--- config.mk ---
export PLATFORM = sky130hd
export DESIGN_NAME = cache_mem_arbiter
export DESIGN_NICKNAME = d
export VERILOG_FILES = /design/src/rtl/cache_mem_pkg.sv /design/src/rtl/cache_mem_arbiter_counter.sv /design/src/rtl/cache_mem_arbiter.sv
export SDC_FILE = /design/constraint.sdc
export NUM_CORES = 1
export LEC_CHECK = 0
export ABC_CLOCK_PERIOD_IN_PS = 4970
export CELL_PAD_IN_SITES_DETAIL_PLACEMENT = 0
export CELL_PAD_IN_SITES_GLOBAL_PLACEMENT = 1
export CORE_MARGIN = 8
export CORE_UTILIZATION = 45
export CTS_CLUSTER_DIAMETER = 30
export CTS_CLUSTER_SIZE = 40
export DETAILED_ROUTE_END_ITERATION = 12
export DONT_BUFFER_PORTS = 1
export PLACE_DENSITY = 0.95
export SLEW_MARGIN = 5
export SYNTH_ARGS = -nofsm -noshare
export SYNTH_HDL_FRONTEND = slang
export SYNTH_SLANG_ARGS = --single-unit
--- constraint.sdc ---
create_clock -name clk -period 4.97 [get_ports clk]
set_clock_uncertainty 0.05 [all_clocks]
set_input_delay 0.994 -clock clk [delete_from_list [all_inputs] [get_ports clk]]
set_output_delay 0.994 -clock clk [all_outputs]
set_load 0.02 [all_outputs]
--- src/rtl/cache_mem_pkg.sv ---
// Shared encodings, constants and address helper for the cache/memory arbiter.
// The main memory is shared by the I-cache and the D-cache.
package cache_mem_pkg;

  localparam int MEM_LATENCY     = 4;
  localparam int WORDS_PER_BLOCK = 8;

  localparam logic [15:0] BLOCK_MASK  = 16'hFFF0;
  localparam logic [15:0] WORD_STRIDE = 16'd2;
  localparam logic [2:0]  LAST_WORD   = 3'(WORDS_PER_BLOCK - 1);

  typedef enum logic [1:0] {
    IDLE    = 2'd0,
    I_FILL  = 2'd1,
    D_FILL  = 2'd2,
    D_WRITE = 2'd3
  } state_t;

  // The base is block aligned, so the word offset never carries past bit 3.
  function automatic logic [15:0] word_addr(input logic [15:0] base,
                                            input logic [2:0]  idx);
    return base + (16'(idx) * WORD_STRIDE);
  endfunction

endpackage

--- src/rtl/cache_mem_arbiter_counter.sv ---
// Issue and return word counters for one 8-word block fill.
// These counters are shared by whichever cache currently holds the grant.
module mem_fill_counter
  import cache_mem_pkg::*;
(
  input  logic       clk,
  input  logic       rst,
  input  logic       clear,
  input  logic       issue_inc,
  input  logic       ret_inc,
  output logic [2:0] issue_cnt,
  output logic [2:0] ret_cnt,
  output logic       issue_done,
  output logic       last_return
);

  // The issue counter wraps after the last word, so a sticky flag marks completion.
  always_ff @(posedge clk or posedge rst) begin
    if (rst) begin
      issue_cnt  <= 3'd0;
      ret_cnt    <= 3'd0;
      issue_done <= 1'b0;
    end else if (clear) begin
      issue_cnt  <= 3'd0;
      ret_cnt    <= 3'd0;
      issue_done <= 1'b0;
    end else begin
      if (issue_inc) begin
        issue_cnt <= issue_cnt + 3'd1;
        if (issue_cnt == LAST_WORD) begin
          issue_done <= 1'b1;
        end
      end
      if (ret_inc) begin
        ret_cnt <= ret_cnt + 3'd1;
      end
    end
  end

  assign last_return = (ret_cnt == LAST_WORD);

endmodule

--- src/rtl/cache_mem_arbiter.sv ---
// Grants the shared main memory to the I-cache or the D-cache and sequences block fills.
// It also forwards D-cache write-through stores to memory.
module cache_mem_arbiter
  import cache_mem_pkg::*;
(
  input  logic        clk,
  input  logic        rst,
  input  logic        i_miss,
  input  logic [15:0] i_miss_addr,
  input  logic        d_miss,
  input  logic [15:0] d_miss_addr,
  input  logic        d_wr_req,
  input  logic [15:0] d_wr_addr,
  input  logic [15:0] d_wr_data,
  output logic        d_wr_ack,
  output logic        mem_enable,
  output logic        mem_wr,
  output logic [15:0] mem_addr,
  output logic [15:0] mem_data_in,
  input  logic [15:0] mem_data_out,
  input  logic        mem_data_valid,
  output logic [15:0] fill_data,
  output logic        i_busy,
  output logic        d_busy,
  output logic        i_write_data_array,
  output logic        d_write_data_array,
  output logic        i_write_tag_array,
  output logic        d_write_tag_array,
  output logic [15:0] i_fill_addr,
  output logic [15:0] d_fill_addr
);

  state_t      state_r, state_nx_s;
  logic [15:0] base_r, base_nx_s;
  logic [15:0] ret_addr_s;
  logic        clear_s, issue_inc_s, ret_inc_s;
  logic        issue_done_s, last_return_s;
  logic [2:0]  issue_cnt_s, ret_cnt_s;

  mem_fill_counter u_counter (
    .clk         (clk),
    .rst         (rst),
    .clear       (clear_s),
    .issue_inc   (issue_inc_s),
    .ret_inc     (ret_inc_s),
    .issue_cnt   (issue_cnt_s),
    .ret_cnt     (ret_cnt_s),
    .issue_done  (issue_done_s),
    .last_return (last_return_s)
  );

  // State and latched block base.
  always_ff @(posedge clk or posedge rst) begin
    if (rst) begin
      state_r <= IDLE;
      base_r  <= 16'h0000;
    end else begin
      state_r <= state_nx_s;
      base_r  <= base_nx_s;
    end
  end

  // Grant, issue and return steering; returns outside a fill state are dropped.
  always_comb begin
    state_nx_s         = state_r;
    base_nx_s          = base_r;
    clear_s            = 1'b0;
    issue_inc_s        = 1'b0;
    ret_inc_s          = 1'b0;
    mem_enable         = 1'b0;
    mem_wr             = 1'b0;
    mem_addr           = 16'h0000;
    mem_data_in        = 16'h0000;
    d_wr_ack           = 1'b0;
    i_write_data_array = 1'b0;
    d_write_data_array = 1'b0;
    i_write_tag_array  = 1'b0;
    d_write_tag_array  = 1'b0;
    i_fill_addr        = 16'h0000;
    d_fill_addr        = 16'h0000;
    ret_addr_s         = word_addr(base_r, ret_cnt_s);

    case (state_r)
      IDLE: begin
        if (d_wr_req) begin
          state_nx_s = D_WRITE;
        end else if (d_miss) begin
          state_nx_s = D_FILL;
          base_nx_s  = d_miss_addr & BLOCK_MASK;
          clear_s    = 1'b1;
        end else if (i_miss) begin
          state_nx_s = I_FILL;
          base_nx_s  = i_miss_addr & BLOCK_MASK;
          clear_s    = 1'b1;
        end else begin
          state_nx_s = IDLE;
        end
      end

      I_FILL, D_FILL: begin
        if (!issue_done_s) begin
          mem_enable  = 1'b1;
          mem_addr    = word_addr(base_r, issue_cnt_s);
          issue_inc_s = 1'b1;
        end else begin
          issue_inc_s = 1'b0;
        end
        if (mem_data_valid) begin
          ret_inc_s = 1'b1;
          if (state_r == I_FILL) begin
            i_write_data_array = 1'b1;
            i_fill_addr        = ret_addr_s;
            i_write_tag_array  = last_return_s;
          end else begin
            d_write_data_array = 1'b1;
            d_fill_addr        = ret_addr_s;
            d_write_tag_array  = last_return_s;
          end
          if (last_return_s) begin
            state_nx_s = IDLE;
          end else begin
            state_nx_s = state_r;
          end
        end else begin
          ret_inc_s = 1'b0;
        end
      end

      D_WRITE: begin
        mem_enable  = 1'b1;
        mem_wr      = 1'b1;
        mem_addr    = d_wr_addr;
        mem_data_in = d_wr_data;
        d_wr_ack    = 1'b1;
        state_nx_s  = IDLE;
      end

      default: begin
        state_nx_s = IDLE;
      end
    endcase
  end

  assign i_busy    = (state_r == I_FILL);
  assign d_busy    = (state_r == D_FILL);
  assign fill_data = mem_data_out;

endmodule

After elaboration in Yosys (flattened, before gate mapping) --
Cells that the tools add are included.
Cells by class: $add $sub $neg 4, multiply operators 0, divide/modulo/power cells 0, magnitude comparators 0, eq/ne operators 7, shifts and indexed selects 0, muxes and demuxes 46, bitwise logic cells 1, reductions and logical operators 9
Operators with widths (number):
- two-way mux 16 bit | 10
- adder 16 x 4 -> 16 bit | 2
- case mux 16 bit (2 select lines) | 1
- two-way mux 1 bit | 25
- two-way mux 3 bit | 4
- two-way mux 2 bit | 4
- nonzero test 2 bit | 4
- adder 3 x 1 -> 3 bit, second input constant | 2
- == test 3 bit, second input constant | 2
- case mux 2 bit (3 select lines) | 1
- == test 2 bit, second input constant | 2
- inequality test 2 bit, second input constant | 2
- AND reduction 2 bit | 2
- AND reduction 3 bit | 1
- == test 2 x 1 -> 1 bit, second input constant | 1
- logical NOT 2 bit | 1
- case mux 1 bit (2 select lines) | 1
- OR reduction 2 bit | 1
- NOT 1 bit | 1
Storage, ports and cells: register bits after elaboration 25, bits in latches 0, bits in writable memories 0, bits in read-only memories 0, input bits 86, output and inout port bits 89, logic and storage cells 72, memories kept 0

Depth between registers and ports, before layout --
depth after elaboration 6, depth in mapped cells 7, gate-level depth less buffers 5

Hierarchy --
A second synthesis with hierarchy kept.
Second synthesis, totals: cell total of the unflattened synthesis 202, area total of the unflattened synthesis 1863.0 µm²
Modules (own cells, without submodules):
- cache_mem_arbiter | times used 1, cells each 176, area an instance 1545.2 µm², seq. area each 350.3 µm²
- mem_fill_counter | times used 1, cells each 26, area an instance 317.8 µm², seq. area each 175.2 µm²

Worst setup path before layout --
Ideal clock, no wire load.
path kind input to output, start point input mem_data_valid, end point output d_fill_addr[10], data arrival time 1.736 ns, data required time 3.926 ns, path slack 2.190 ns, stages on the path 4, buffers on the path 1, cell sequence nand2_2 nor2_1 buf_4 and2_1
On the way: cells in the longest elaborated chain, start to end 2
RTL lines:
- from (decl) | line cache_mem_arbiter.sv:21 | input logic mem_data_valid,
- two-way mux 16 bit | line cache_mem_arbiter.sv:108 | if (mem_data_valid) begin
- two-way mux 16 bit | line cache_mem_arbiter.sv:83 | case (state_r)
- to (decl) | line cache_mem_arbiter.sv:30 | output logic [15:0] d_fill_addr
Every way passes these cells.

Worst setup path in the final report --
start point register state_r[0], end point output mem_addr[4]
On the way: cells in the longest elaborated chain, start to end 3
RTL lines:
- from (decl) | line cache_mem_arbiter.sv:33 | state_t state_r, state_nx_s;
- from (signal assigned) | line cache_mem_arbiter.sv:58 | state_r <= state_nx_s;
- == test 2 x 1 -> 1 bit / == test 2 bit (equally long branches) | line cache_mem_arbiter.sv:83
- OR reduction 2 bit | line cache_mem_arbiter.sv:83
- case mux 16 bit (2 select lines) * | line cache_mem_arbiter.sv:83
- to (decl) | line cache_mem_arbiter.sv:18 | output logic [15:0] mem_addr,
Mark *: on every way between the ends. The rest lies on a longest branch, timed or not.

==> impl_metrics.tcl <==
set metrics [dict create \
    powerDensity_nw_per_um2 662 \
    crit_family "simple AND/OR/NAND/NOR gates" \
    post-route-util_pct 43.9 \
    min_path_type "flop to flop" \
    grt_max_degree 22 \
    num_antenna_cells 0 \
    slowest_delay_ns 0.81 \
    syn_avg_cell_area_um2 9.18 \
    ant_nets 0 \
    avgRoutedWirePerCell_um 22.6 \
    layout.nets 277 \
    synth-compound-area-share_pct 8.33 \
    ys_seq_area_share_pct 28.2 \
    antenna_found_initial 0 \
    drv_cap 0 \
    numPortBuffers 0 \
    grt_pass1_vias 1414 \
    leakagePower_nw 0.789 \
    area_growth_syn_to_layout_pct -5.78 \
    grt_first_pass_wirelength_mm 7.57 \
    n_fill_cell 416 \
    clockBufferDepth 2 \
    p_int_mw 0.540 \
    clockPowerShare_pct 9.7 \
    relSlewSlack_pct 32.2 \
    synth_cells 203 \
    dr.pass1.iters 4 \
    rsz0062_at_grt "no" \
    synthTopCellsByArea "dfrtp_1 (28%), and2_1 (17%), mux2_2 (13%)" \
    ys_ff_latch 21 \
    dpl.hpwl_mm 4.06 \
    power_frac_comb_pct 61.7 \
    grt_usage_pct 15.0 \
    gr-total-overflow 0 \
    status "complete, no violations" \
    routed_wl_mm 5.17 \
    crit_path_top_delay_cell "nor2b_2" \
    drc 0 \
    cp_max_fo 19 \
    drv_slew 0 \
    clkTransAtPathRegs_ns 0.08 \
    ys_types 27 \
    cts-resized-gates 0 \
    synth_top_area_share_pct 28.2 \
    min_period_ns 3.66 \
    num_vias 1331 \
    synthSimpleGateAreaFrac_pct 25.4 \
    die_h_um 80.3 \
    worstPathCellList "inv_1 -> ha_1 -> nor2b_2 -> a22oi_1 -> nor2_1" \
    initial_core_util_pct 46.6 \
    placed_area_um2 1710 \
    post-route-period-util_pct 73.7 \
    clk_latency_ns 0.26 \
    fin_area_um2 1760 \
    cts_tree "yes" \
    required_ns 3.93 \
    die_width_um 80.3 \
    cts_setup_buffers 0 \
    critPathKind "flop to output port" \
    layout-drive-gt1-share_pct 19.0 \
    yosysWarningCount 0 \
    path_buf_inv 1 \
    synth_fa_ha_area_share_pct 7.39 \
    seq_power_share_pct 28.6 \
    power_switching_mw 0.622 \
    final_cells 229 \
    yosys.area.top_type "dfrtp_1" \
    rows 23 \
    tns_ns 0 \
    cts_buffers 3 \
    gp_congestion 0.774 \
    cts_max_level 1 \
    clkSinkCount 21 \
    synth_top_family_by_area "simple AND/OR/NAND/NOR gates" \
    worstMarginPinSlew_ns 1.02 \
    avgViaCountPerCell 5.81 \
    drt_iter0_drc 43 \
    p_sw_share_pct 53.5 \
    hold_viol_final 0 \
    cts-root-buf "clkbuf_8" \
    ioPinCount 175 \
    setup-violations-final 0 \
    die-area_um2 6460 \
    synth_area_um2 1860 \
    synth_xor_area_share_pct 0.940 \
    peakVddDrop_mv 0.275 \
    critPathLaunchType "flop" \
    max_freq_mhz 273 \
    hold_buffers 0 \
    placed_cells 225 \
    power.total_mw 1.16 \
    coreArea_um2 4000 \
    synth_mux_area_share_pct 16.2 \
    arrival_ns 2.62 \
    end_kind "output port" \
]
## routing by layer
metal	GRT usage, %	share of wire (%)	up-vias
met2	26.1	49	95
li1	-	-	604
met1	15.7	37	626
met5	0	0	-
met3	6.47	12	6
met4	5.27	1.0	0
## synth_stat cells, drive strengths merged
library cell,count
and2,50
buf,27
mux2,24
nor2,24
dfrtp,21
a22oi,15
ha,11
nand2,5
clkbuf,4
o21ai,4
a21oi,3
inv,3
mux2i,2
nand3,2
nor2b,2
a21boi,1
and3,1
conb,1
nor3b,1
xnor2,1
xor2,1
## per-stage QoR
| stage | setup WS (ns) | hold slack, ns |
|---|---|---|
| floorplan | 2.19 | 0.413 |
| global placement | 1.60 | 0.446 |
| detailed placement | 1.57 | 0.458 |
| CTS | 1.28 | 0.478 |
| global route | 1.07 | 0.517 |
| finish | 1.31 | 0.471 |
## layout make-up
cell class / count / area, um2 / share of cell area, %
Clock buffer: 3 / 41.3 / 2.35
Multi-Input combinational cell: 149 / 1090 / 62.4
Clock inverter: 1 / 5.00 / 0.285
Timing Repair Buffer: 2 / 15.0 / 0.855
Tap cell: 50 / 62.6 / 3.56
Sequential cell: 21 / 526 / 29.9
Inverter: 3 / 11.3 / 0.641
## worst paths after layout
| path | slack, ns | cells past startpoint | startpoint | endpoint |
|---|---|---|---|---|
| max in group asynchronous | 3.59 | 1 | rst | base_r[10] |
| min in group asynchronous | 0.74 | 1 | rst | u_counter.ret_cnt[0] |
| hold reg to reg | 0.47 | 2 | u_counter.issue_done | u_counter.issue_done |
| setup reg to reg | 2.70 | 5 | state_r[0] | u_counter.issue_cnt[2] |
| setup / recovery | 1.31 | 5 | state_r[0] | mem_addr[4] |
| hold / removal | 0.47 | 2 | u_counter.issue_done | u_counter.issue_done |
## cells by family (layout without fill, tap and decap cells)
kind of cell,Yosys count,count (layout)
muxes,26,26
xor gates and xnor gates,2,2
other,1,2
buffers and inverters,34,9
AOI/OAI and AO/OA,23,23
adders and majority gates,11,11
and+or+nand+nor,85,85
DFF,21,21
## state kept, by name, summed over array words and instances, names as in the netlist
name / cells
base_r: 12
state_r: 2
u_counter.issue_cnt: 3
u_counter.issue_done: 1
u_counter.ret_cnt: 3
## cells in the final DEF (no fill, tap or decap), drive strengths merged, types with 2 or more instances in the layout
master  synthesis  routed
and2           50      50
nor2           24      24
mux2           24      24
dfrtp          21      21
a22oi          15      15
ha             11      11
nand2           5       5
o21ai           4       4
a21oi           3       3
inv             3       3
clkbuf          4       3
nand3           2       2
mux2i           2       2
conb            1       2
buf            27       2
nor2b           2       2
## worst min-delay path: stages (launching register included)
cell and delay, ns:
dfrtp_1 0.36, a21oi_1 0.05, nor2_1 0.07
## power by group through the flow
stage	Clock, mW	Combinational [mW]	Sequential [mW]
after floorplan	0	0.671	0.309
after global placement	0	0.716	0.331
after detailed placement	0	0.727	0.336
after CTS	0.118	0.728	0.332
after global routing	0.123	0.790	0.346
final	0.112	0.717	0.332
Note: power is estimated with default switching activity, not from simulation.
